==> src/rtl/lii_in_unpack_wrapper.sv <==
// lii_in_unpack_wrapper
//   Receive side of the LII phy link. Each packed beat arriving on phy input
//   channel p0 is split into two kernel streams:
//     stream0 <= tdata[2*DW-1:DW] (upper field)
//     stream1 <= tdata[DW-1:0]    (lower field)
//   Each stream has its own holding slot, and the two slots drain
//   independently. A new beat is taken only when both slots are empty or are
//   emptying this cycle, so one packed word is never split across two beats.
//   Bits of tdata above 2*DW are ignored.
//
// Optional feature (macro LII_DST_CHECK_EN):
//   A beat whose dst differs from NODE_ID is consumed and dropped. Such beats
//   are accepted regardless of slot occupancy, and a 16-bit saturating drop
//   counter is exposed on the extra port drop_cnt.
//
// Ports:
//   aclk, arstn          clock, asynchronous active-low reset
//   lii_in_p0_*          packed phy input channel (tdata/tvalid/tready/src/dst)
//   stream0_*, stream1_* unpacked kernel streams (tdata/tvalid/tready)
//   last_src             src of the most recently delivered beat
//   ce                   kernel clock enable, high while both slots hold data
//   drop_cnt             dropped-beat counter (LII_DST_CHECK_EN only)

module lii_in_unpack_wrapper #(
    parameter int unsigned PW      = 512,
    parameter int unsigned DW      = 256,
    parameter logic [7:0]  NODE_ID = 8'h00
) (
    input  logic            aclk,
    input  logic            arstn,

    input  logic [PW-1:0]   lii_in_p0_tdata,
    input  logic            lii_in_p0_tvalid,
    output logic            lii_in_p0_tready,
    input  logic [7:0]      lii_in_p0_src,
    input  logic [7:0]      lii_in_p0_dst,

    output logic [DW-1:0]   stream0_tdata,
    output logic            stream0_tvalid,
    input  logic            stream0_tready,

    output logic [DW-1:0]   stream1_tdata,
    output logic            stream1_tvalid,
    input  logic            stream1_tready,

    output logic [7:0]      last_src,
`ifdef LII_DST_CHECK_EN
    output logic [15:0]     drop_cnt,
`endif
    output logic            ce
);

    localparam int unsigned SRC_W = 8;
    localparam int unsigned CNT_W = 16;

    // Holding slots, one per kernel stream
    logic              slot0_v_q, slot0_v_d;
    logic              slot1_v_q, slot1_v_d;
    logic [DW-1:0]     slot0_q,   slot0_d;
    logic [DW-1:0]     slot1_q,   slot1_d;
    logic [SRC_W-1:0]  last_src_q, last_src_d;
    logic [CNT_W-1:0]  drop_cnt_q, drop_cnt_d;

    // Goes high one cycle after reset release; holds off the link until then
    logic              sync_ok_q;

    logic              fire0_c;
    logic              fire1_c;
    logic              room_c;
    logic              foreign_c;
    logic              tready_c;
    logic              accept_c;
    logic              deliver_c;

    // Handshake and acceptance decode
    always_comb begin
        fire0_c   = slot0_v_q & stream0_tready;
        fire1_c   = slot1_v_q & stream1_tready;
        // Both slots must be free (or freeing now) so a beat lands atomically
        room_c    = (~slot0_v_q | fire0_c) & (~slot1_v_q | fire1_c);
`ifdef LII_DST_CHECK_EN
        foreign_c = (lii_in_p0_dst != NODE_ID);
        // Foreign traffic is always sunk so the link never stalls on it
        tready_c  = sync_ok_q & (foreign_c | room_c);
`else
        foreign_c = 1'b0;
        tready_c  = sync_ok_q & room_c;
`endif
        accept_c  = lii_in_p0_tvalid & tready_c;
        deliver_c = accept_c & ~foreign_c;
    end

    // Next-state for slots, last_src and drop counter
    always_comb begin
        slot0_v_d  = slot0_v_q;
        slot1_v_d  = slot1_v_q;
        slot0_d    = slot0_q;
        slot1_d    = slot1_q;
        last_src_d = last_src_q;
        drop_cnt_d = drop_cnt_q;

        if (fire0_c) begin
            slot0_v_d = 1'b0;
        end
        if (fire1_c) begin
            slot1_v_d = 1'b0;
        end

        // A delivery overrides a same-cycle drain: back-to-back refill
        if (deliver_c) begin
            slot0_v_d  = 1'b1;
            slot1_v_d  = 1'b1;
            slot0_d    = lii_in_p0_tdata[2*DW-1:DW];
            slot1_d    = lii_in_p0_tdata[DW-1:0];
            last_src_d = lii_in_p0_src;
        end

        if (accept_c && foreign_c && (drop_cnt_q != {CNT_W{1'b1}})) begin
            drop_cnt_d = drop_cnt_q + CNT_W'(1);
        end
    end

    // State registers
    always_ff @(posedge aclk or negedge arstn) begin
        if (!arstn) begin
            sync_ok_q  <= 1'b0;
            slot0_v_q  <= 1'b0;
            slot1_v_q  <= 1'b0;
            slot0_q    <= '0;
            slot1_q    <= '0;
            last_src_q <= '0;
            drop_cnt_q <= '0;
        end else begin
            sync_ok_q  <= 1'b1;
            slot0_v_q  <= slot0_v_d;
            slot1_v_q  <= slot1_v_d;
            slot0_q    <= slot0_d;
            slot1_q    <= slot1_d;
            last_src_q <= last_src_d;
            drop_cnt_q <= drop_cnt_d;
        end
    end

    // Output mapping
    assign lii_in_p0_tready = tready_c;
    assign stream0_tdata    = slot0_q;
    assign stream0_tvalid   = slot0_v_q;
    assign stream1_tdata    = slot1_q;
    assign stream1_tvalid   = slot1_v_q;
    assign last_src         = last_src_q;
    // Kernel runs only while both inputs are presented
    assign ce               = slot0_v_q & slot1_v_q;

`ifdef LII_DST_CHECK_EN
    assign drop_cnt = drop_cnt_q;
`else
    // Without the dst check the counter is constant and dst is unused
    logic unused_nodst;
    assign unused_nodst = ^{lii_in_p0_dst, drop_cnt_q};
`endif

    // Packing bits above the two fields carry nothing for this node
    generate
        if (PW > 2*DW) begin : g_unused_hi
            logic unused_hi;
            assign unused_hi = ^lii_in_p0_tdata[PW-1:2*DW];
        end
    endgenerate

endmodule

==> config.mk <==
export PLATFORM = sky130hd
export DESIGN_NAME = lii_in_unpack_wrapper
export DESIGN_NICKNAME = d
export VERILOG_FILES = /design/src/rtl/lii_in_unpack_wrapper.sv
export SDC_FILE = /design/constraint.sdc
export NUM_CORES = 1
export LEC_CHECK = 0
export CAP_MARGIN = 20
export CORE_AREA = 2 2 415 417
export DETAILED_ROUTE_END_ITERATION = 8
export DIE_AREA = 0 0 417 419
export PLACE_DENSITY_LB_ADDON = 0.08
export SLEW_MARGIN = 20
export SYNTH_ARGS = -nofsm -noshare
export SYNTH_HDL_FRONTEND = slang
export SYNTH_SLANG_ARGS = --single-unit
export TNS_END_PERCENT = 1
==> constraint.sdc <==
create_clock -name aclk -period 1.5 [get_ports aclk]
set_input_delay 0.3 -clock aclk [delete_from_list [all_inputs] [get_ports aclk]]
set_output_delay 0.3 -clock aclk [all_outputs]
set_load 0.005 [all_outputs]
After elaboration in Yosys (flattened, before gate mapping)
Index checks and enable logic that the tools add are counted.
- input bits: 533
- word-level logic and storage cells: 22
- latch bits: 0
- bits in writable memories: 0
- output and inout port bits: 524
- bits in registers: 523
- ROM bits: 0
- memories: 0
- magnitude comparators: 0
- mux-type cells: 4
- add/sub/neg operators: 0
- reduce and logical (&&, ||, !) cells: 2
- shifts and indexed selects: 0
- $mul: 0
- equality and inequality tests: 0
- div/mod/pow operators: 0
- bitwise logic cells: 10
- operator list (operator ; count):
    1-bit AND ; 6
    1-bit two-way mux ; 4
    2-bit nonzero test ; 2
    1-bit NOT ; 2
    1-bit bitwise OR ; 2

Logic depth before layout (Yosys ltp)
- word-level depth: 6
- depth in mapped cells: 6
- gate-level depth less buffers: 3

Worst setup path after synthesis
Ideal clock, no wire load.
- kind: register to register
- from: register slot1_v_q (netlist: stream1_tvalid)
- to: register slot0_q[150] (netlist: stream0_tdata[150])
- buffers on the path: 3
- clock period less this slack: 1.624 ns
- library setup time: 0.125 ns
- required time: 1.375 ns
- setup slack: -0.124 ns
- stages on the path, launching flop included: 7
- data arrival time: 1.499 ns
- cells stage by stage: dfrtp_1 > nand2b_1 > and4_4 > buf_6 > buf_8 > buf_8 > mux2_4
- word-level cells in the longest chain between the ends: 5
- elaborated cells on any way between the ends: 6
- RTL lines (item ; RTL line ; source):
    from (decl) ; 58 ; logic slot1_v_q, slot1_v_d;
    from (signal assigned) ; 136 ; slot1_v_q <= slot1_v_d;
    1-bit AND or 1-bit NOT (tied branches) ; 78, 80 ;
    1-bit bitwise OR * ; 80 ; room_c = (~slot0_v_q | fire0_c) & (~slot1_v_q | fire1_c);
    1-bit AND * ; 80 ;
    1-bit AND * ; 87 ; tready_c = sync_ok_q & room_c;
    1-bit AND * ; 89 ; accept_c = lii_in_p0_tvalid & tready_c;
    to (signal assigned) ; 137 ; slot0_q <= slot0_d;
    to (decl) ; 59 ; logic [DW-1:0] slot0_q, slot0_d;
Every way passes the cells marked *; elsewhere a longest branch is shown, timed or not.
A chain may end at the register's enable or synchronous reset.

Final worst setup path
- from: register slot0_v_q (netlist: stream0_tvalid)
- to: register slot1_q[182] (netlist: stream1_tdata[182])
- word-level cells in the longest chain between the ends: 5
- elaborated cells on any way between the ends: 6
- RTL lines (item ; RTL line ; source):
    from (decl) ; 57 ; logic slot0_v_q, slot0_v_d;
    from (signal assigned) ; 135 ; slot0_v_q <= slot0_v_d;
    1-bit AND or 1-bit NOT (tied branches) ; 77, 80 ;
    1-bit bitwise OR * ; 80 ;
    1-bit AND * ; 80 ;
    1-bit AND * ; 87 ;
    1-bit AND * ; 89 ;
    to (signal assigned) ; 138 ; slot1_q <= slot1_d;
    to (decl) ; 60 ; logic [DW-1:0] slot1_q, slot1_d;
Marks and branches as above.

==> run_results.csv <==
group,metric,value,unit
pwr,power.density,1410,nW/um^2
clock_tree,cts_buffers,76,
routing,wl,102000,um
routing,drc,0,
status,status,"finished with violations",
pwr,ir_drop,0.734,mV
timing,hold_viol,0,
layout,drive_gt1_frac,0.433,
logic_synthesis,yosys-top-cells-area,"dfrtp_1 (61%), mux2_4 (35%), buf_6 (2.1%), mux2_2 (1.0%), buf_8 (0.76%)",
critical_path,path_common_cell,"buf_12",
place,dpl_cell_area,35200,sq um
logic_synthesis,yosysMostFrequentCell,"dfrtp_1",
global_routing,grt.total_usage,0.113,
critical_path,path_buf_inv,3,
timing,setup_violations,838,
place,place_ws,-0.818,ns
critical_path,worst_r2r_endpoint,"stream1_tdata[182]",
floorplan,core,171000,sq um
logic_synthesis,netlist_instances,1110,
floorplan,die_w,417,um
worst_hold_path,min_path_type,"in2async",
routing,vias,14204,
critical_path,reg2reg_depth,6,
timing,grt_setup_unrepaired,"true",
place,io_buffers,1048,
timing,fin_crit,1.94,ns
timing,drv_slew,0,
routing,drtIter0Drc,461,
clock_tree,cts_tree,"built",
layout,syn_to_final_growth,69.1,%
critical_path,critPathCaptureType,"register",
floorplan,boundaryPins,1057,
logic_synthesis,synth_nets,1643,
logic_synthesis,synth_commonest_cells,"dfrtp_1 (523), mux2_4 (500), buf_6 (41)",
status,violations,"negative setup slack",
timing,fmax,516,MHz
clock_tree,htreeDepth,3,
logic_synthesis,syn_avg_cell_area,19.5,sq um
floorplan,start_util,0.127,
layout,nNetsFinal,2809,
logic_synthesis,yosysWarnings,0,
routing,drt-vias-per-instance,3.11,
logic_synthesis,synthesis.area,21600,sq um
clock_tree,clk_pin_slew,0.06,ns
global_routing,grt_pass1_wl,138000,um
layout,final_cell_area,36500,sq um
logic_synthesis,yosysTopAreaCell,"dfrtp_1",
global_routing,grt_overflow_total,0,
timing,fin_skew,0.0341,ns
floorplan,die_area,175000,sq um
critical_path,worstReg2RegStart,"stream0_tvalid",
critical_path,path_class,"reg2reg",
pwr,total_power,51.6,mW
routing,wl_met3,7140,um
global_routing,grt_pass1_vias,15937,
pwr,leakage,16.3,nW
routing,first_pass_iters,4,
global_routing,grt_max_degree,65,
logic_synthesis,ys_seq_area_frac,0.606,
clock_tree,clock_latency,0.66,ns
critical_path,path_cells,"nand2b_1, buf_4, and4_4, buf_12, buf_12, mux2_4",
critical_path,max_stage_delay,0.40,ns
critical_path,start_kind,"register",
routing,wl_per_cell,22.3,um
logic_synthesis,synth_ff_type,"dfrtp_1",
flow_run,cap_viol_max_count,0,
place,dpl.hpwl,81300,um
floorplan,die_y,419,um
critical_path,slowest_stage,"dfrtp_1",
timing,timing.final.ws_setup,-0.437,ns
clock_tree,max-clock-path-buffers,3,
logic_synthesis,synth_edf_count,0,
timing,period_share,1.29,
critical_path,arrival,2.49,ns
clock_tree,cts_sinks,523,
logic_synthesis,synth-seq-cells,523,
global_routing,grt_antenna_before_repair,24,
routing,top_layer_used,"met5",
critical_path,path_max_fanout,38,
critical_path,regToRegSetupSlack,-0.44,ns
logic_synthesis,yosysTopAreaCellShare,0.606,
floorplan,row_count,152,
routing,met1_length,36200,um
timing,tns,-215.54,ns
clock_tree,root_buffer,"clkbuf_16",
routing,met2_wirelength,56200,um
routing,antenna_left,0,
place,gp_congestion,0.765,
logic_synthesis,synthArstFlopShare,1.00,
critical_path,path_delay_family,"buffers and inverters",
critical_path,critPathRequiredTime,2.05,ns
logic_synthesis,yosysUniqueCellTypes,14,
## registers in the layout (all words and copies together) (netlist names)
| signal | flops |
|---|---|
| stream1_tdata | 256 |
| stream0_tdata | 256 |
| stream1_tvalid | 1 |
| stream0_tvalid | 1 |
| last_src | 8 |
| sync_ok_q | 1 |
## power breakdown
group          internal, mW  switching, mW  total, mW
clock network          11.1           7.44       18.5
logic                  8.69           5.09       13.8
registers              17.4           1.99       19.3
total                  37.1           14.5       51.6
## layout by cell type, fill, tap and decap left out, drive strengths merged
master         synthesis  final
clkdlybuf4s50          0    523
inv                    0      1
clkdlybuf4s15          0     71
and2                   1      1
conb                   1      1
and4                   1      1
diode                  0      5
clkbuf                 0    252
dfrtp                523    523
nand2                  2      2
dlygate4sd2            0    184
dlygate4sd3            0      1
nand2b                 2      2
nand4                  1      1
and3                   1      1
buf                   58    228
clkinv                 0     18
mux2                 520    520
bufinv                 0      5
## repair_timing
| action | CTS | global route |
|---|---|---|
| hold endpoints to repair | 382 | 0 |
| hold buffers | 1 | 0 |
| resized for setup | 865 | 381 |
| endpoints found under the setup margin | 1042 | 1044 |
| buffers inserted | 9 | 1 |
## how the worst max path moves through the flow
stage / start / depth (start not counted) / slack [ns] / to
finish: stream0_tvalid / 6 / -0.44 / stream1_tdata[182]
global route: stream1_tvalid / 7 / -0.49 / stream0_tdata[16]
CTS: stream1_tvalid / 7 / -0.46 / stream0_tdata[14]
detailed placement: stream0_tready / 6 / -0.82 / stream1_tdata[183]
global placement: stream1_tready / 6 / -0.85 / stream1_tdata[109]
floorplan: stream0_tvalid / 6 / -0.1 / stream0_tdata[150]
## per-layer routing
metal | track usage | up-vias
met5 | 0 | -
met2 | 0.212 | 541
met3 | 0.0361 | 150
li1 | - | 6259
met4 | 0.0335 | 22
met1 | 0.118 | 7232
## cell families after synthesis
family / after synthesis / share of synthesized area
DFF: 523 / 0.606
buffers and inverters: 58 / 0.0332
and+or+nand+nor: 8 / 0.00232
other: 1 / 0.000174
muxes: 520 / 0.358
## metrics by stage
| stage | utilization | hold WS, ns | cells |
|---|---|---|---|
| 5_1_grt | 0.214 | 0.0934 | 4571 |
| 6_report | 0.214 | 0.123 | 4573 |
| 4_1_cts | 0.218 | 0.0500 | 4567 |
| 2_1_floorplan | - | 0.00441 | 1110 |
| 3_5_place_dp | 0.207 | 0.225 | 4420 |
| 3_3_place_gp | 0.207 | 0.220 | 4420 |
## layout make-up
cell class	instances	area [sq um]
diodes	5	12.5
clock buffers	113	2200
clock inverters	24	335
fillers	18183	134000
multi-input cells	529	7800
flip-flops and latches	523	13100
well taps	2233	2790
repair buffers	1146	10300
## worst register-to-register path: stages, from the launching register on
cell and delay, ns:
dfrtp_1 0.40, nand2b_1 0.10, buf_4 0.12, and4_4 0.26, buf_12 0.19, buf_12 0.36
mux2_4 0.40
Power figures use the tool's default switching activity.
